File: config.mk
export PLATFORM = sky130hd
export DESIGN_NAME = matrix_alu_seq
export DESIGN_NICKNAME = d
export VERILOG_FILES = /design/src/rtl/mat_alu_pkg.sv /design/src/rtl/mat_dot4.sv /design/src/rtl/matrix_alu_seq.sv
export SDC_FILE = /design/constraint.sdc
export NUM_CORES = 2
export LEC_CHECK = 0
export ABC_CLOCK_PERIOD_IN_PS = 95500
export BUFFER_PORTS_ARGS = -buffer_cell sky130_fd_sc_hd__buf_2
export CAP_MARGIN = 15
export CORE_ASPECT_RATIO = 0.75
export CORE_MARGIN = 1.5
export CORE_UTILIZATION = 35
export CTS_CLUSTER_DIAMETER = 200
export DETAILED_ROUTE_END_ITERATION = 10
export MAX_ROUTING_LAYER = met4
export PLACE_DENSITY_LB_ADDON = 0.08
export SETUP_SLACK_MARGIN = 0.15
export SLEW_MARGIN = 20
export SYNTH_ARGS = -nofsm -noshare
export SYNTH_HDL_FRONTEND = slang
export SYNTH_SLANG_ARGS = --single-unit
File: constraint.sdc
create_clock -name clk -period 95.5 [get_ports clk]
set_clock_uncertainty 0.15 [all_clocks]
set_input_delay 9.55 -clock clk [delete_from_list [all_inputs] [get_ports clk]]
set_output_delay 9.55 -clock clk [all_outputs]
set_load 0.01 [all_outputs]
File: src/rtl/mat_alu_pkg.sv
// Shared definitions for the 4x4 matrix ALU and the execution engine that drives it.
// Holds element/matrix widths, op-code constants, the ALU state encoding and the
// row-major element offset helper.
package mat_alu_pkg;

  localparam int unsigned ELEM_W = 16;
  localparam int unsigned DIM    = 4;
  localparam int unsigned N_ELEM = DIM * DIM;
  localparam int unsigned MAT_W  = ELEM_W * N_ELEM;
  localparam int unsigned OP_W   = 8;
  localparam int unsigned SCAL_W = 8;
  localparam int unsigned CNT_W  = 4;

  localparam logic [OP_W-1:0] OP_ADD   = 8'b0000_0001;
  localparam logic [OP_W-1:0] OP_SUB   = 8'b0000_0010;
  localparam logic [OP_W-1:0] OP_SCALE = 8'b0000_0011;
  localparam logic [OP_W-1:0] OP_TRANS = 8'b0000_0100;
  localparam logic [OP_W-1:0] OP_MULTI = 8'b0000_0101;

  typedef enum logic [1:0] {
    IDLE    = 2'd0,
    WAIT_B  = 2'd1,
    COMPUTE = 2'd2,
    DONE    = 2'd3
  } state_t;

  // Bit offset of element (r,c) in a row-major packed matrix.
  function automatic logic [7:0] elem_off(input logic [1:0] r, input logic [1:0] c);
    return 8'(ELEM_W * ((32'(r) << 2) + 32'(c)));
  endfunction

  // Ops that need a second operand before computing.
  function automatic logic needs_b(input logic [OP_W-1:0] op);
    return (op == OP_ADD) || (op == OP_SUB) || (op == OP_MULTI);
  endfunction

endpackage

File: src/rtl/mat_dot4.sv
// 4-element dot product of a row of A and a column of B.
// Ports: a_row[4], b_col[4] elements in; dot = sum of products truncated to ELEM_W.
module mat_dot4
  import mat_alu_pkg::*;
(
  input  logic [ELEM_W-1:0] a_row [DIM],
  input  logic [ELEM_W-1:0] b_col [DIM],
  output logic [ELEM_W-1:0] dot
);

  localparam int unsigned PROD_W = 2 * ELEM_W;
  localparam int unsigned ACC_W  = PROD_W + 2;

  logic [ACC_W-1:0] acc;

  // Products and their sum kept at full width; truncation happens only at the output.
  always_comb begin
    acc = '0;
    for (int k = 0; k < int'(DIM); k++) begin
      acc = acc + ACC_W'(PROD_W'(a_row[2'(k)]) * PROD_W'(b_col[2'(k)]));
    end
    dot = ELEM_W'(acc);
  end

endmodule

File: src/rtl/matrix_alu_seq.sv
// Sequential 4x4 matrix ALU: captures operands on load strobes, computes
// ADD/SUB/SCALE/TRANS one row per cycle and MULTI one element per cycle.
// Ports: clk, reset (async, active-high); Load_Matrix1 captures A/Op_Code/SOURCE2;
// Load_Matrix2 captures B; MemMatIn operand; MemMatOut registered result;
// FinishFlag result-valid level, cleared by the next Load_Matrix1.
module matrix_alu_seq
  import mat_alu_pkg::*;
(
  input  logic              clk,
  input  logic              reset,
  input  logic              Load_Matrix1,
  input  logic              Load_Matrix2,
  input  logic [MAT_W-1:0]  MemMatIn,
  input  logic [OP_W-1:0]   Op_Code,
  input  logic [SCAL_W-1:0] SOURCE2,
  output logic [MAT_W-1:0]  MemMatOut,
  output logic              FinishFlag
);

  state_t              state_q;
  logic [MAT_W-1:0]    a_q;
  logic [MAT_W-1:0]    b_q;
  logic [MAT_W-1:0]    r_q;
  logic [OP_W-1:0]     op_q;
  logic [SCAL_W-1:0]   scalar_q;
  logic [CNT_W-1:0]    cnt_q;

  logic [1:0]          row_c;
  logic [1:0]          col_c;
  logic [ELEM_W-1:0]   a_row_c [DIM];
  logic [ELEM_W-1:0]   b_col_c [DIM];
  logic [ELEM_W-1:0]   dot_c;
  logic [MAT_W-1:0]    r_next_c;
  logic                last_c;
  logic [ELEM_W-1:0]   ea_c;
  logic [ELEM_W-1:0]   eb_c;
  logic [ELEM_W-1:0]   et_c;
  logic [ELEM_W-1:0]   res_c;

  // Counter is a row index for row ops and a row-major element index for MULTI.
  always_comb begin
    row_c = (op_q == OP_MULTI) ? cnt_q[3:2] : cnt_q[1:0];
    col_c = cnt_q[1:0];
    for (int k = 0; k < int'(DIM); k++) begin
      a_row_c[2'(k)] = a_q[elem_off(row_c, 2'(k)) +: ELEM_W];
      b_col_c[2'(k)] = b_q[elem_off(2'(k), col_c) +: ELEM_W];
    end
  end

  mat_dot4 u_dot4 (
    .a_row (a_row_c),
    .b_col (b_col_c),
    .dot   (dot_c)
  );

  // Next partial result: row datapath for element-wise ops, dot product for MULTI.
  always_comb begin
    r_next_c = r_q;
    last_c   = 1'b0;
    ea_c     = '0;
    eb_c     = '0;
    et_c     = '0;
    res_c    = '0;
    case (op_q)
      OP_ADD, OP_SUB, OP_SCALE, OP_TRANS: begin
        last_c = (cnt_q == CNT_W'(DIM - 1));
        for (int c = 0; c < int'(DIM); c++) begin
          ea_c = a_q[elem_off(row_c, 2'(c)) +: ELEM_W];
          eb_c = b_q[elem_off(row_c, 2'(c)) +: ELEM_W];
          et_c = a_q[elem_off(2'(c), row_c) +: ELEM_W];
          case (op_q)
            OP_ADD:   res_c = ea_c + eb_c;
            OP_SUB:   res_c = ea_c - eb_c;
            OP_SCALE: res_c = ea_c * ELEM_W'(scalar_q);
            default:  res_c = et_c;
          endcase
          r_next_c[elem_off(row_c, 2'(c)) +: ELEM_W] = res_c;
        end
      end
      OP_MULTI: begin
        last_c = (cnt_q == CNT_W'(N_ELEM - 1));
        r_next_c[elem_off(row_c, col_c) +: ELEM_W] = dot_c;
      end
      default: begin
        // Unknown op completes immediately with a zero result.
        last_c   = 1'b1;
        r_next_c = '0;
      end
    endcase
  end

  // Control FSM, operand capture and result registers.
  always_ff @(posedge clk or posedge reset) begin
    if (reset) begin
      state_q    <= IDLE;
      a_q        <= '0;
      b_q        <= '0;
      r_q        <= '0;
      op_q       <= '0;
      scalar_q   <= '0;
      cnt_q      <= '0;
      MemMatOut  <= '0;
      FinishFlag <= 1'b0;
    end else begin
      if (Load_Matrix2) begin
        b_q <= MemMatIn;
      end
      if (Load_Matrix1) begin
        // A new A-load restarts from scratch, abandoning any computation in flight.
        a_q        <= MemMatIn;
        op_q       <= Op_Code;
        scalar_q   <= SOURCE2;
        FinishFlag <= 1'b0;
        cnt_q      <= '0;
        r_q        <= '0;
        state_q    <= (needs_b(Op_Code) && !Load_Matrix2) ? WAIT_B : COMPUTE;
      end else begin
        case (state_q)
          WAIT_B: begin
            if (Load_Matrix2) begin
              cnt_q   <= '0;
              state_q <= COMPUTE;
            end
          end
          COMPUTE: begin
            r_q   <= r_next_c;
            cnt_q <= cnt_q + CNT_W'(1);
            if (last_c) begin
              MemMatOut  <= r_next_c;
              FinishFlag <= 1'b1;
              state_q    <= DONE;
            end
          end
          default: ;
        endcase
      end
    end
  end

endmodule

==> flow_metrics.tcl <==
set metrics [dict create \
    p_per_area_nw_per_um2 25.09 \
    cts_htree_levels 3 \
    grt_max_degree 175 \
    die_h_um 375.7 \
    antenna_found_initial 28 \
    drv_slew 0 \
    rows 136 \
    detail-route-antenna-nets 0 \
    rsz0062_at_grt "false" \
    worstMarginPinSlew_ps 1294 \
    grt_pass1_vias 51455 \
    synth-seq-cells 1047 \
    portBuffers 532 \
    grt_usage_pct 30.85 \
    run_status "completed" \
    drive_gt1_share_pct 23.68 \
    cts-resized-gates 0 \
    max_freq_ghz 0.08039 \
    avgSynthCellArea_um2 10.10 \
    dr.pass1.iters 6 \
    ys_types 102 \
    synth-main-ff-cell "dfrtp_1" \
    period_needed_ps 12440 \
    p_leak_nw 33.29 \
    synthArstFlopShare_pct 100.0 \
    clk_path_buf_depth 3 \
    cts_tree "done" \
    crit_fanout 82 \
    ctsHoldBuffers 0 \
    fin_setup_tns_ps 0 \
    ys_warn_count 0 \
    cp.arrival_ps 12900 \
    start_kind "input port" \
    clkSlewWorstSetupHoldPaths_ps 60 \
    wl_per_cell_um 30.65 \
    grt_first_pass_wirelength_mm 402.8 \
    netlist_instances 6415 \
    cts_setup_buffers 0 \
    synth_edf_count 0 \
    first_iter_violations 6122 \
    final_nets 7490 \
    io_pins 533 \
    place.gp.congestion 0.9695 \
    endpoint_kind "register" \
    r2r_slack_ps 84930 \
    synth.cell_area_um2 64810 \
    required_ps 95960 \
    core_um2 183600 \
    cts_made_buffers 112 \
    avgViaCountPerCell 5.768 \
    holdWs_ps 327.8 \
    initial_core_util_pct 35.30 \
    drc 0 \
    area_growth_pct 14.79 \
    routed_wl_mm 285.5 \
    syn-num-nets 7103 \
    dieArea_um2 187800 \
    maxCapViolCount 0 \
    hold_viol 0 \
    fill_cells 18074 \
    via_count 53732 \
    hold_class "reg2reg" \
    max_slew_margin_pct 13.71 \
    fin_crit_sh_pct 13.03 \
    vdd_ir_drop_max_mv 0.03173 \
    grt_overflow 0 \
    clockRootBuffer "clkbuf_16" \
    setup_violations 0 \
    hpwl_mm 212.2 \
    clkSinkCount 1047 \
    clk-insertion-delay-late_ps 790 \
    worstSetupPathType "in2reg" \
    yosysSeqAreaShare_pct 40.43 \
    die_w_um 499.9 \
]
## through the flow
stage	worst slack (ps)	std cells	total power [mW]	instance area, µm²	utilization (%)
final	83060	9316	1.867	74400	40.52
after floorplan	56330	6415	1.097	64810	-
after CTS	83210	9305	1.864	74340	40.49
after global placement	82420	9101	1.378	70370	38.33
after global routing	82870	9311	1.976	74390	40.51
after detailed placement	82390	9102	1.380	70420	38.35
## state kept, by name, indices dropped and copies added (netlist names)
name / flops
FinishFlag: 1
a_q: 256
cnt_q: 4
MemMatOut: 256
b_q: 256
state_q: 2
op_q: 8
scalar_q: 8
r_q: 256
## final timing paths
kind / start / endpoint / cells past startpoint
setup / recovery: Load_Matrix1 / MemMatOut[102]$_DFFE_PP0P_ / 7
hold / removal: MemMatOut[85]$_DFFE_PP0P_ / MemMatOut[85]$_DFFE_PP0P_ / 2
setup reg to reg: op_q[0]$_DFFE_PP0P_ / MemMatOut[111]$_DFFE_PP0P_ / 26
hold reg to reg: MemMatOut[85]$_DFFE_PP0P_ / MemMatOut[85]$_DFFE_PP0P_ / 2
max in group asynchronous: reset / MemMatOut[90]$_DFFE_PP0P_ / 5
min in group asynchronous: reset / b_q[207]$_DFFE_PP0P_ / 2
## per-layer routing
layer / GRT usage (%) / vias to the layer above / share of wire (%)
met5: - / - / 0
met4: 6.858 / 0 / 2.4
met3: 7.369 / 329 / 9.0
met2: 42.75 / 2172 / 42
met1: 45.01 / 27964 / 47
li1: - / 23267 / -
## synth_stat cells, types with 124 or more instances
library cell,count,area share (%)
a21oi_1,287,2.2
a221oi_1,158,2.1
a22o_1,153,2.1
and2_1,124,1.2
clkbuf_1,275,1.6
dfrtp_1,1047,40
fa_1,244,7.5
ha_1,168,3.2
inv_1,344,2.0
mux2_2,530,9.2
nand2_1,536,3.1
nor2_1,833,4.8
nor3_1,152,1.2
o21ai_0,279,2.2
xnor2_1,130,1.8
## report_power, final
part,total [mW],switching (mW),internal (mW)
clock,0.473,0.201,0.272
combinational,0.883,0.530,0.353
sequential,0.511,0.0337,0.477
total,1.87,0.765,1.10
## cell usage in the layout, fill, tap and decap left out, types with 113 or more instances in the layout
cell / count
ha_1: 168
and2_1: 125
buf_4: 162
a221oi_1: 155
a21oi_1: 285
o21ai_0: 279
nor2_1: 809
inv_1: 343
a22o_1: 153
xnor2_1: 130
fa_1: 244
mux2_2: 530
nor3_1: 146
clkbuf_16: 113
dfrtp_1: 1040
buf_2: 530
nand2_1: 535
## worst max-delay path, stage by stage
cell and delay [ps]:
buf_8 290, nor2_2 110, nand2_4 280, buf_4 670, buf_4 730, buf_4 790
o21ai_0 210
## cell type report
| class | count | area (µm²) | area share (%) |
|---|---|---|---|
| diodes | 10 | 25.02 | 0.03363 |
| clock buffers | 158 | 3247 | 4.364 |
| clock inverters | 45 | 673.1 | 0.9048 |
| inverters | 348 | 1326 | 1.783 |
| multi-input cells | 4589 | 35780 | 48.09 |
| flip-flops and latches | 1047 | 26220 | 35.24 |
| well taps | 2415 | 3022 | 4.061 |
| repair buffers | 704 | 4106 | 5.519 |
## kinds of logic (layout without fill, tap and decap cells)
family / Yosys count / after routing / share of synthesized area [%]
XOR/XNOR: 190 / 190 / 2.761
AND/OR/NAND/NOR: 1942 / 1942 / 13.32
AO/OA/AOI/OAI: 1331 / 1331 / 14.27
adder cells (fa/ha/maj): 412 / 412 / 10.78
flip-flops: 1047 / 1047 / 40.43
other: 0 / 10 / 0
multiplexers: 714 / 714 / 13.58
buffers and inverters: 779 / 1255 / 4.861
Note: power is estimated with default switching activity, not from simulation.
